`src/rtl/pc_sequencer_pkg.sv`:
```
// Shared definitions for the fetch PC sequencer: FSM encoding and PC defaults.
package pc_sequencer_pkg;

  typedef enum logic {
    IDLE  = 1'b0,
    FETCH = 1'b1
  } state_t;

  localparam logic [31:0] RESET_PC_DEF = 32'h0000_0000;
  localparam int unsigned PC_STEP_DEF  = 4;

endpackage

```
`src/rtl/pc_sequencer_if.sv`:
```
// Handshake/bus bundle between ID-stage branch resolution, IF stage and the PC sequencer.
interface pc_sequencer_if #(
  parameter int unsigned CNT_W = 16
);
  logic             start_i;
  logic             stall_i;
  logic             branch_i;
  logic             equal_i;
  logic [31:0]      branch_addr_i;
  logic             jump_i;
  logic [31:0]      jump_addr_i;
  logic             imem_ready_i;
  logic [31:0]      pc_o;
  logic             imem_req_o;
  logic             ifid_write_o;
  logic             if_flush_o;
  logic             taken_o;
  logic [CNT_W-1:0] taken_cnt_o;

  modport master (
    output start_i, stall_i, branch_i, equal_i, branch_addr_i,
           jump_i, jump_addr_i, imem_ready_i,
    input  pc_o, imem_req_o, ifid_write_o, if_flush_o, taken_o, taken_cnt_o
  );

  modport slave (
    input  start_i, stall_i, branch_i, equal_i, branch_addr_i,
           jump_i, jump_addr_i, imem_ready_i,
    output pc_o, imem_req_o, ifid_write_o, if_flush_o, taken_o, taken_cnt_o
  );
endinterface

```
`src/rtl/pc_sequencer_next_pc_mux.sv`:
```
// Combinational next-PC datapath: redirect target select with word alignment, and PC+step.
module next_pc_mux #(
  parameter int unsigned PC_STEP = 4
) (
  input  logic [31:0] pc,
  input  logic        jump,
  input  logic [31:0] branch_addr,
  input  logic [31:0] jump_addr,
  output logic [31:0] tgt,
  output logic [31:0] pc_seq
);

  // Jump wins over a simultaneously taken branch; targets are forced word-aligned.
  always_comb begin
    tgt      = jump ? jump_addr : branch_addr;
    tgt[1:0] = 2'b00;
  end

  assign pc_seq = pc + 32'(PC_STEP);

endmodule

```
`src/rtl/pc_sequencer.sv`:
```
// Fetch PC owner: sequential stepping, branch/jump redirect, and deferred redirect across imem misses.
module pc_sequencer
  import pc_sequencer_pkg::*;
#(
  parameter logic [31:0] RESET_PC = RESET_PC_DEF,
  parameter int unsigned PC_STEP  = PC_STEP_DEF,
  parameter int unsigned CNT_W    = 16
) (
  input  logic           clk_i,
  input  logic           rst_i,
  pc_sequencer_if.slave  bus
);

  state_t           state;
  logic [31:0]      pc;
  logic             pend_v;
  logic [31:0]      pend_pc;
  logic [CNT_W-1:0] cnt;
  logic [31:0]      tgt;
  logic [31:0]      pc_seq;
  logic             fetch;
  logic             redir;
  logic             taken;

  next_pc_mux #(.PC_STEP(PC_STEP)) u_next_pc_mux (
    .pc          (pc),
    .jump        (bus.jump_i),
    .branch_addr (bus.branch_addr_i),
    .jump_addr   (bus.jump_addr_i),
    .tgt         (tgt),
    .pc_seq      (pc_seq)
  );

  assign fetch = (state == FETCH);
  assign redir = bus.jump_i | (bus.branch_i & bus.equal_i);
  assign taken = fetch & ~bus.stall_i & bus.branch_i & bus.equal_i & ~bus.jump_i;

  always_comb begin
    bus.imem_req_o   = 1'b0;
    bus.ifid_write_o = 1'b0;
    bus.if_flush_o   = 1'b0;
    if (fetch) begin
      bus.imem_req_o = 1'b1;
      if (!bus.stall_i) begin
        bus.ifid_write_o = 1'b1;
        // A miss feeds a bubble; a completed fetch is dropped if any redirect applies to it.
        bus.if_flush_o   = ~bus.imem_ready_i | redir | pend_v;
      end
    end
  end

  assign bus.taken_o     = taken;
  assign bus.pc_o        = pc;
  assign bus.taken_cnt_o = cnt;

  always_ff @(posedge clk_i or negedge rst_i) begin
    if (!rst_i) begin
      state   <= IDLE;
      pc      <= RESET_PC;
      pend_v  <= 1'b0;
      pend_pc <= '0;
    end else begin
      case (state)
        IDLE: if (bus.start_i) state <= FETCH;
        FETCH: begin
          if (!bus.stall_i) begin
            if (bus.imem_ready_i) begin
              pend_v <= 1'b0;
              if (redir)       pc <= tgt;
              else if (pend_v) pc <= pend_pc;
              else             pc <= pc_seq;
            end else if (redir) begin
              pend_v  <= 1'b1;
              pend_pc <= tgt;
            end
          end
        end
        default: state <= IDLE;
      endcase
    end
  end

  always_ff @(posedge clk_i or negedge rst_i) begin
    if (!rst_i)              cnt <= '0;
    else if (taken && !(&cnt)) cnt <= cnt + 1'b1;
  end

endmodule

```
`src/flat_wrapper.sv`:
```
// flat-port wrapper written by rule: the top's interface ports become plain ports
module pc_sequencer_flat import pc_sequencer_pkg::*;
#(
  parameter logic [31:0] RESET_PC = RESET_PC_DEF,
  parameter int unsigned PC_STEP  = PC_STEP_DEF,
  parameter int unsigned CNT_W    = 16
)
  (clk_i, rst_i, bus_start_i, bus_stall_i, bus_branch_i, bus_equal_i, bus_branch_addr_i, bus_jump_i, bus_jump_addr_i, bus_imem_ready_i, bus_pc_o, bus_imem_req_o, bus_ifid_write_o, bus_if_flush_o, bus_taken_o, bus_taken_cnt_o);
  pc_sequencer_if #(.CNT_W(CNT_W)) bus_i ();
  input  logic clk_i;
  input  logic rst_i;
  input wire logic [$bits(bus_i.start_i)-1:0] bus_start_i;
  input wire logic [$bits(bus_i.stall_i)-1:0] bus_stall_i;
  input wire logic [$bits(bus_i.branch_i)-1:0] bus_branch_i;
  input wire logic [$bits(bus_i.equal_i)-1:0] bus_equal_i;
  input wire logic [$bits(bus_i.branch_addr_i)-1:0] bus_branch_addr_i;
  input wire logic [$bits(bus_i.jump_i)-1:0] bus_jump_i;
  input wire logic [$bits(bus_i.jump_addr_i)-1:0] bus_jump_addr_i;
  input wire logic [$bits(bus_i.imem_ready_i)-1:0] bus_imem_ready_i;
  output wire logic [$bits(bus_i.pc_o)-1:0] bus_pc_o;
  output wire logic [$bits(bus_i.imem_req_o)-1:0] bus_imem_req_o;
  output wire logic [$bits(bus_i.ifid_write_o)-1:0] bus_ifid_write_o;
  output wire logic [$bits(bus_i.if_flush_o)-1:0] bus_if_flush_o;
  output wire logic [$bits(bus_i.taken_o)-1:0] bus_taken_o;
  output wire logic [$bits(bus_i.taken_cnt_o)-1:0] bus_taken_cnt_o;
  assign bus_i.start_i = bus_start_i;
  assign bus_i.stall_i = bus_stall_i;
  assign bus_i.branch_i = bus_branch_i;
  assign bus_i.equal_i = bus_equal_i;
  assign bus_i.branch_addr_i = bus_branch_addr_i;
  assign bus_i.jump_i = bus_jump_i;
  assign bus_i.jump_addr_i = bus_jump_addr_i;
  assign bus_i.imem_ready_i = bus_imem_ready_i;
  assign bus_pc_o = bus_i.pc_o;
  assign bus_imem_req_o = bus_i.imem_req_o;
  assign bus_ifid_write_o = bus_i.ifid_write_o;
  assign bus_if_flush_o = bus_i.if_flush_o;
  assign bus_taken_o = bus_i.taken_o;
  assign bus_taken_cnt_o = bus_i.taken_cnt_o;
  pc_sequencer #(.RESET_PC(RESET_PC), .PC_STEP(PC_STEP), .CNT_W(CNT_W)) u_core (.clk_i(clk_i), .rst_i(rst_i), .bus(bus_i));
endmodule
```
`config.mk`:
```
export PLATFORM = sky130hd
export DESIGN_NAME = pc_sequencer_flat
export DESIGN_NICKNAME = d
export VERILOG_FILES = /design/src/rtl/pc_sequencer_pkg.sv /design/src/rtl/pc_sequencer_if.sv /design/src/rtl/pc_sequencer_next_pc_mux.sv /design/src/rtl/pc_sequencer.sv /design/src/flat_wrapper.sv
export SDC_FILE = /design/constraint.sdc
export NUM_CORES = 1
export LEC_CHECK = 0
export CORE_AREA = 2 2 105 107
export DETAILED_ROUTE_END_ITERATION = 10
export DIE_AREA = 0 0 107 109
export HOLD_SLACK_MARGIN = 0.03
export PLACE_DENSITY = 0.76
export SYNTH_ARGS = -nofsm -noshare
export SYNTH_HDL_FRONTEND = slang
export SYNTH_SLANG_ARGS = --single-unit
```
`constraint.sdc`:
```
create_clock -name clk_i -period 2.2 [get_ports clk_i]
set_clock_uncertainty 0.2 [all_clocks]
set_input_delay 0.22 -clock clk_i [delete_from_list [all_inputs] [get_ports clk_i]]
set_output_delay 0.22 -clock clk_i [all_outputs]
set_load 0.02 [all_outputs]
```
==> results of run 1 <==
[cells by family (layout without fill, tap and decap cells)]
family          Yosys count  in the layout  share of synthesized area (%)
simple gates            178            178                          20.29
compound gates          139            139                          18.83
flops                    78             78                          42.82
mux                      44             44                          10.18
buf+inv                  39            200                          4.172
xor+xnor                 16             16                          3.074
fa+ha+maj                 2              2                         0.5489
other cells               1              2                        0.08227
[synthesized netlist by cell type, drive strengths merged (2+ instances only)]
library cell  count  area (sq um)
o211ai            2         15.01
nor4             10         83.83
or4               3         22.52
mux2i            25         250.2
a311oi            4         35.03
a211oi           10         75.07
clkbuf           24         120.1
o32a              2         20.02
xnor2            11         96.34
nand4            15         100.1
inv               6         22.52
o31a              2         17.52
o22a              4         35.03
nor3             18         95.09
and3              7         46.29
ha                2         25.02
and4              4         36.29
or3              14         93.84
a21o              2         15.01
o21ai            30         150.1
o31ai             2         15.01
a221oi            4         35.03
xor2              5         43.79
nand2            30         112.6
buf               9         47.54
o21a              3         22.52
nor2             53         198.9
and2              2         12.51
a21oi            54         270.3
nand3            17         85.08
dfrtp            78          1952
a31oi             9         56.30
a2bb2oi           3         26.28
mux2             19         214.0
and3b             2         17.52
[registers in the layout (all words and copies together) (netlist names)]
signal and count:
u_core.pend_v 1, u_core.bus.taken_cnt_o 16, u_core.pend_pc 30, u_core.fetch 1
u_core.bus.pc_o 30
[routing by layer]
metal	up-vias	wire length, um	global-route usage [%]
met5	-	0	0
met4	0	297	9.184
met3	24	863	4.662
met2	177	6444	39.31
met1	2189	5716	31.92
li1	2170	-	-
[final timing paths]
| kind | from | to | slack [ns] | cells after the start |
|---|---|---|---|---|
| min in group clk_i | bus_jump_i | u_core.pend_pc[2]$_DFFE_PN0P_ | 0.19 | 3 |
| worst min register to register | u_core.bus.taken_cnt_o[15]$_DFFE_PN0P_ | u_core.bus.taken_cnt_o[15]$_DFFE_PN0P_ | 0.30 | 1 |
| worst max register to register | u_core.bus.pc_o[9]$_DFFE_PN0P_ | u_core.bus.pc_o[31]$_DFFE_PN0P_ | 0.10 | 5 |
| max in group asynchronous | rst_i | u_core.bus.pc_o[15]$_DFFE_PN0P_ | 1.02 | 3 |
| worst min-delay path | rst_i | u_core.pend_pc[24]$_DFFE_PN0P_ | 0.16 | 2 |
| worst max-delay path | u_core.bus.pc_o[9]$_DFFE_PN0P_ | u_core.bus.pc_o[31]$_DFFE_PN0P_ | 0.10 | 5 |
[area by class of cell]
type	count	area, sq um
flip-flops and latches	78	1967
clock inverters	6	38.79
repair buffers	178	1688
well taps	140	175.2
multi-input cells	381	2466
clock buffers	10	127.6
fillers	895	4118
inverters	6	22.52
[worst max-delay path, cell delays in order, from the launching register on]
cell and delay, ns:
sky130_fd_sc_hd__dfrtp_2 0.36, sky130_fd_sc_hd__nand4_1 0.15, sky130_fd_sc_hd__or4_4 0.59, sky130_fd_sc_hd__or3_4 0.38
sky130_fd_sc_hd__nor4_4 0.21, sky130_fd_sc_hd__nor4_1 0.08
[timing repair]
action | 4_1_cts | 5_1_grt
setup buffers | 0 | 2
endpoints found under the setup margin | 1 | 9
endpoints found under the hold margin | 74 | 0
hold buffers | 1 | 0
cloned | 0 | 0
resized for setup | 1 | 6
[power by group]
group | switching (mW) | internal, mW | total [mW]
clock | 0.546 | 0.406 | 0.953
sequential | 0.245 | 1.70 | 1.95
combinational | 0.839 | 0.828 | 1.67
[cells in the final DEF, fill, tap and decap left out, types with 12 or more instances in the layout]
master                              n
sky130_fd_sc_hd__a21oi_1           53
sky130_fd_sc_hd__clkdlybuf4s50_1  113
sky130_fd_sc_hd__dfrtp_1           66
sky130_fd_sc_hd__dfrtp_2           12
sky130_fd_sc_hd__nor2_1            53
sky130_fd_sc_hd__nor3_1            15
sky130_fd_sc_hd__mux2i_1           25
sky130_fd_sc_hd__o21ai_0           30
sky130_fd_sc_hd__buf_4             56
sky130_fd_sc_hd__mux2_2            19
sky130_fd_sc_hd__nand4_1           14
sky130_fd_sc_hd__nand3_1           17
sky130_fd_sc_hd__nand2_1           30
[per-stage QoR]
step / power, mW / utilization (%) / hold slack, ns / setup TNS, ns
2_1_floorplan: 2.772 / - / -0.2756 / -0.006401
3_3_place_gp: 3.577 / 59.07 / -0.002624 / 0
3_5_place_dp: 3.626 / 59.07 / -0.004725 / 0
4_1_cts: 4.582 / 60.73 / 0.1607 / 0
5_1_grt: 4.858 / 61.16 / 0.1854 / 0
6_report: 4.567 / 61.16 / 0.1552 / 0
==> reports/summary.json, run 1 <==
{
  "die_area_sq_mm": 0.01166,
  "final_max_slew_viol_count": 0,
  "maxCapViolations": 0,
  "cts_buffers": 9,
  "hold_class": "in2async",
  "antenna_cells": 0,
  "antenna_left": 0,
  "setup.worst_path.class": "reg2reg",
  "period_minus_slack_ns": 2.095,
  "ir_worst_vdd_mv": 0.4723,
  "number_of_enable_type_register_cells_in_the_synthesized_netlist": 0,
  "async_flop_share_pct": 100.0,
  "gr-usage-all-layers_pct": 24.10,
  "instances_no_fill": 799,
  "tightest_slew_ns": 0.5492,
  "row_count": 38,
  "crit_path_max_fanout": 5,
  "dp.final_hpwl_um": 10010,
  "core_sq_mm": 0.01060,
  "detail_route.wl_per_cell_um": 16.67,
  "pre_repair_dr_iteration_count": 5,
  "starting_utilization_of_the_core_area_pct": 42.99,
  "timing.slew.headroom_pct": 63.10,
  "die-width_um": 107,
  "detailedPlace.worstSlack_ns": 0.01260,
  "grt_pass1_vias": 4604,
  "post_drt_via_cell_ratio": 5.707,
  "synth_warnings": 0,
  "run_status": "finished, final reports clean",
  "cts.root.buffer_cell": "sky130_fd_sc_hd__clkbuf_8",
  "cts_tree": "done",
  "layout-drive-gt1-share_pct": 18.82,
  "drc": 0,
  "numPortBuffers": 117,
  "synth.yosys.seq_area_share_pct": 42.82,
  "detail_route.wirelength_um": 13320,
  "required_worst_endpoint_ns": 2.23,
  "timing.critical_path.arrival_ns": 2.12,
  "max-clock-path-buffers": 2,
  "synth.distinct_cells": 58,
  "yosys_register_bits": 78,
  "worstSetupEndpointType": "register",
  "pin_count_of_the_biggest_net_entering_global_routing": 47,
  "gp_routability_congestion": 0.8794,
  "synth_area_sq_mm": 0.004558,
  "clock_latency_ns": 0.34,
  "grt_setup_unrepaired": "false",
  "final.period_utilization_pct": 95.24,
  "setup-violations-final": 0,
  "dpl-instance-area_sq_mm": 0.006264,
  "htree_levels": 3,
  "layout.cell_area.non_filler_sq_mm": 0.006485,
  "grt_overflow_total": 0,
  "ratio_of_total_power_to_cell_area_mw_per_mm2": 704.2,
  "synth_ff_type": "sky130_fd_sc_hd__dfrtp_1",
  "boundary_pin_count": 124,
  "maxClockFrequency_mhz": 477.3,
  "clock_sink_count": 78,
  "worst_slack_ns": 0.1047,
  "syn_inst": 497,
  "area_grow_syn2layout_pct": 42.27,
  "cts.reportedPaths.clkPinSlew_ns": 0.08,
  "total_leakage_power_nw": 2.644,
  "mean_cell_area_of_the_mapped_netlist_sq_um": 9.171,
  "vias": 4560,
  "dr_iter_0_viols": 280,
  "place_inst": 780,
  "chipHeight_um": 109,
  "antenna_violations_before_repair": 0,
  "final_nets": 728,
  "grt_pass1_wl_um": 22360,
  "critPathLaunchType": "register",
  "timing.final.hold_violations": 0
}
Note: power is estimated with default switching activity, not from simulation.
==> run 2: changes to the inputs <==
--- a/config.mk
+++ b/config.mk
@@ -5,9 +5,10 @@
 export SDC_FILE = /design/constraint.sdc
 export NUM_CORES = 1
 export LEC_CHECK = 0
-export CORE_AREA = 2 2 105 107
+export ABC_AREA = 1
+export CORE_AREA = 2 2 109 111
 export DETAILED_ROUTE_END_ITERATION = 10
-export DIE_AREA = 0 0 107 109
+export DIE_AREA = 0 0 111 113
 export HOLD_SLACK_MARGIN = 0.03
 export PLACE_DENSITY = 0.76
 export SYNTH_ARGS = -nofsm -noshare
==> reports/summary.json, run 2 <==
{
  "place_inst": 983,
  "area_grow_syn2layout_pct": 32.76,
  "totalNegativeSetupSlack_ns": 0,
  "ratio_of_total_power_to_cell_area_mw_per_mm2": 737.2,
  "core_sq_mm": 0.01127,
  "dr_iter_0_viols": 355,
  "tightest_slew_ns": 0.5867,
  "gr-usage-all-layers_pct": 22.54,
  "synth.most_common_cell": "sky130_fd_sc_hd__nand2_1",
  "timing.slew.headroom_pct": 60.84,
  "drc": 0,
  "cts_buffers": 9,
  "die-width_um": 111,
  "gp_routability_congestion": 0.9039,
  "htree_levels": 3,
  "total_leakage_power_nw": 3.173,
  "timing.final.hold_violations": 0,
  "required_worst_endpoint_ns": 1.78,
  "async_flop_share_pct": 100.0,
  "maxClockFrequency_mhz": 474.9,
  "pin_count_of_the_biggest_net_entering_global_routing": 57,
  "dp.final_hpwl_um": 10110,
  "boundary_pin_count": 124,
  "period_minus_slack_ns": 2.106,
  "synth.distinct_cells": 38,
  "sequentialPowerShare_pct": 38.9,
  "row_count": 39,
  "synth.area.top_cells": "sky130_fd_sc_hd__dfrtp_1, sky130_fd_sc_hd__nand2_1, sky130_fd_sc_hd__a21oi_1",
  "synth_warnings": 0,
  "final.period_utilization_pct": 95.71,
  "vias": 5066,
  "yosys_register_bits": 78,
  "hold_class": "in2async",
  "cts.root.buffer_cell": "sky130_fd_sc_hd__clkbuf_16",
  "numPortBuffers": 117,
  "clock_latency_ns": 0.34,
  "synth.yosys.seq_area_share_pct": 38.86,
  "synth_ff_type": "sky130_fd_sc_hd__dfrtp_1",
  "grt_setup_unrepaired": "false",
  "antenna_violations_before_repair": 0,
  "final_nets": 926,
  "starting_utilization_of_the_core_area_pct": 44.56,
  "maxCapViolations": 0,
  "max-clock-path-buffers": 2,
  "instances_no_fill": 1000,
  "mostFrequentLayoutCells": "sky130_fd_sc_hd__nand2_1, sky130_fd_sc_hd__clkdlybuf4s50_1, sky130_fd_sc_hd__dfrtp_1, sky130_fd_sc_hd__inv_1, sky130_fd_sc_hd__a21oi_1",
  "power.internal_mw": 3.220,
  "syn_inst": 739,
  "layout-drive-gt1-share_pct": 7.468,
  "grt_pass1_wl_um": 23000,
  "chipHeight_um": 113,
  "run_status": "finished, final reports clean",
  "post_drt_via_cell_ratio": 5.066,
  "mean_cell_area_of_the_mapped_netlist_sq_um": 6.796,
  "detail_route.wl_per_cell_um": 13.95,
  "synth_top_cells_by_count": "sky130_fd_sc_hd__nand2_1, sky130_fd_sc_hd__dfrtp_1, sky130_fd_sc_hd__inv_1",
  "synth_area_sq_mm": 0.005022,
  "die_area_sq_mm": 0.01254,
  "detail_route.wirelength_um": 13950,
  "synth_top_area_share_pct": 38.86,
  "clock_sink_count": 78,
  "pre_repair_dr_iteration_count": 6,
  "timing.critical_path.arrival_ns": 1.69,
  "antenna_cells": 0,
  "layout.cells.most_common": "sky130_fd_sc_hd__nand2_1",
  "final_max_slew_viol_count": 0,
  "setup.worst_path.class": "reg2out",
  "cts_tree": "done",
  "dpl-instance-area_sq_mm": 0.006361,
  "layout.cell_area.non_filler_sq_mm": 0.006668,
  "antenna_left": 0,
  "crit_path_max_fanout": 3,
  "worstSetupEndpointType": "primary output",
  "grt_pass1_vias": 4684,
  "number_of_enable_type_register_cells_in_the_synthesized_netlist": 0,
  "grt_overflow_total": 0,
  "cts.reportedPaths.clkPinSlew_ns": 0.07,
  "power_frac_clock_pct": 30.0,
  "ir_worst_vdd_mv": 0.3469,
  "net_switching_mw": 1.696,
  "sw_frac_of_total_pct": 34.50,
  "comb_power_share_pct": 31.1,
  "critPathLaunchType": "register",
  "setup-violations-final": 0,
  "yosys.area.top_type": "sky130_fd_sc_hd__dfrtp_1"
}
==> run 2: cell count changes after synthesis, sizes merged, moves of 14 or more <==
cell | before | now
nand2 | 30 | 269
nor3 | 18 | 4
mux2 | 19 | 0
o21ai | 30 | 49
inv | 6 | 75
nand3 | 17 | 41
or3 | 14 | 0
mux2i | 25 | 9
==> run 2: worst paths after layout <==
path | from | endpoint | slack (ns) | cells after the start
setup / recovery | u_core.fetch$_DFF_PN0_ | bus_ifid_write_o | 0.09 | 4
hold reg to reg | u_core.pend_pc[7]$_DFFE_PN0P_ | u_core.pend_pc[7]$_DFFE_PN0P_ | 0.29 | 2
hold / removal | rst_i | u_core.pend_pc[6]$_DFFE_PN0P_ | 0.16 | 2
setup reg to reg | u_core.bus.pc_o[3]$_DFFE_PN0P_ | u_core.bus.pc_o[28]$_DFFE_PN0P_ | 0.20 | 10
max in group asynchronous | rst_i | u_core.bus.pc_o[26]$_DFFE_PN0P_ | 1.02 | 3
min in group clk_i | bus_jump_i | u_core.pend_v$_DFFE_PN0P_ | 0.16 | 5
==> run 2: power by group through the flow <==
| stage | Sequential, mW | Clock (mW) | Combinational, mW |
|---|---|---|---|
| after floorplan | 2.05 | 0 | 0.712 |
| after global placement | 1.93 | 0 | 1.50 |
| after detailed placement | 1.93 | 0 | 1.52 |
| after CTS | 1.91 | 1.49 | 1.53 |
| after global routing | 1.95 | 1.56 | 1.69 |
| final | 1.91 | 1.47 | 1.53 |
==> run 2: worst max-delay path, stage by stage (launching register included) <==
cell and delay, ns:
sky130_fd_sc_hd__dfrtp_1 0.35, sky130_fd_sc_hd__inv_1 0.04, sky130_fd_sc_hd__or2_4 0.25, sky130_fd_sc_hd__inv_2 0.08, sky130_fd_sc_hd__clkdlybuf4s50_1 0.62
==> run 2: what timing repair did <==
item	CTS	global route
buffers inserted	0	0
gates resized for setup	0	2
hold buffers	1	0
endpoints found under the hold margin	58	0
endpoints found under the setup margin	0	2
==> run 2: routing by layer <==
metal / GRT usage, % / part of all wire [%] / routed length, um / up-vias
met3: 4.499 / 5.6 / 784 / 23
met4: 6.750 / 1.7 / 240 / 0
met1: 30.98 / 47 / 6505 / 2307
met5: 0 / 0 / 0 / -
li1: - / - / - / 2577
met2: 36.36 / 46 / 6425 / 159
==> run 2: logic make-up (layout without fill, tap and decap cells) <==
logic type,after synthesis,in the layout,synth area share (%)
xor gates and xnor gates,16,16,3.089
AOI/OAI and AO/OA,132,132,14.00
buffers and inverters,110,227,8.968
muxes,9,9,1.794
adders and majority gates,2,2,0.4982
and+or+nand+nor,391,391,32.71
other,1,2,0.07467
DFF,78,78,38.86
==> run 2: area by class of cell <==
type / instances / area (sq um)
fillers: 1036 / 4604
clock inverters: 6 / 62.56
flip-flops and latches: 78 / 1952
inverters: 76 / 285.3
clock buffers: 10 / 229.0
repair buffers: 135 / 1331
multi-input cells: 552 / 2629
well taps: 143 / 178.9
==> run 2: stage by stage <==
step                hold slack [ns]  worst slack (ns)  util, %  total power, mW
global placement           -0.01505           0.04920    56.43            3.429
finish                       0.1575           0.09448    59.15            4.916
CTS                          0.1603           0.01412    59.11            4.934
floorplan                   -0.2756            0.3391        -            2.763
global route                 0.2028           0.02776    59.15            5.191
detailed placement         -0.01548           0.06952    56.43            3.450
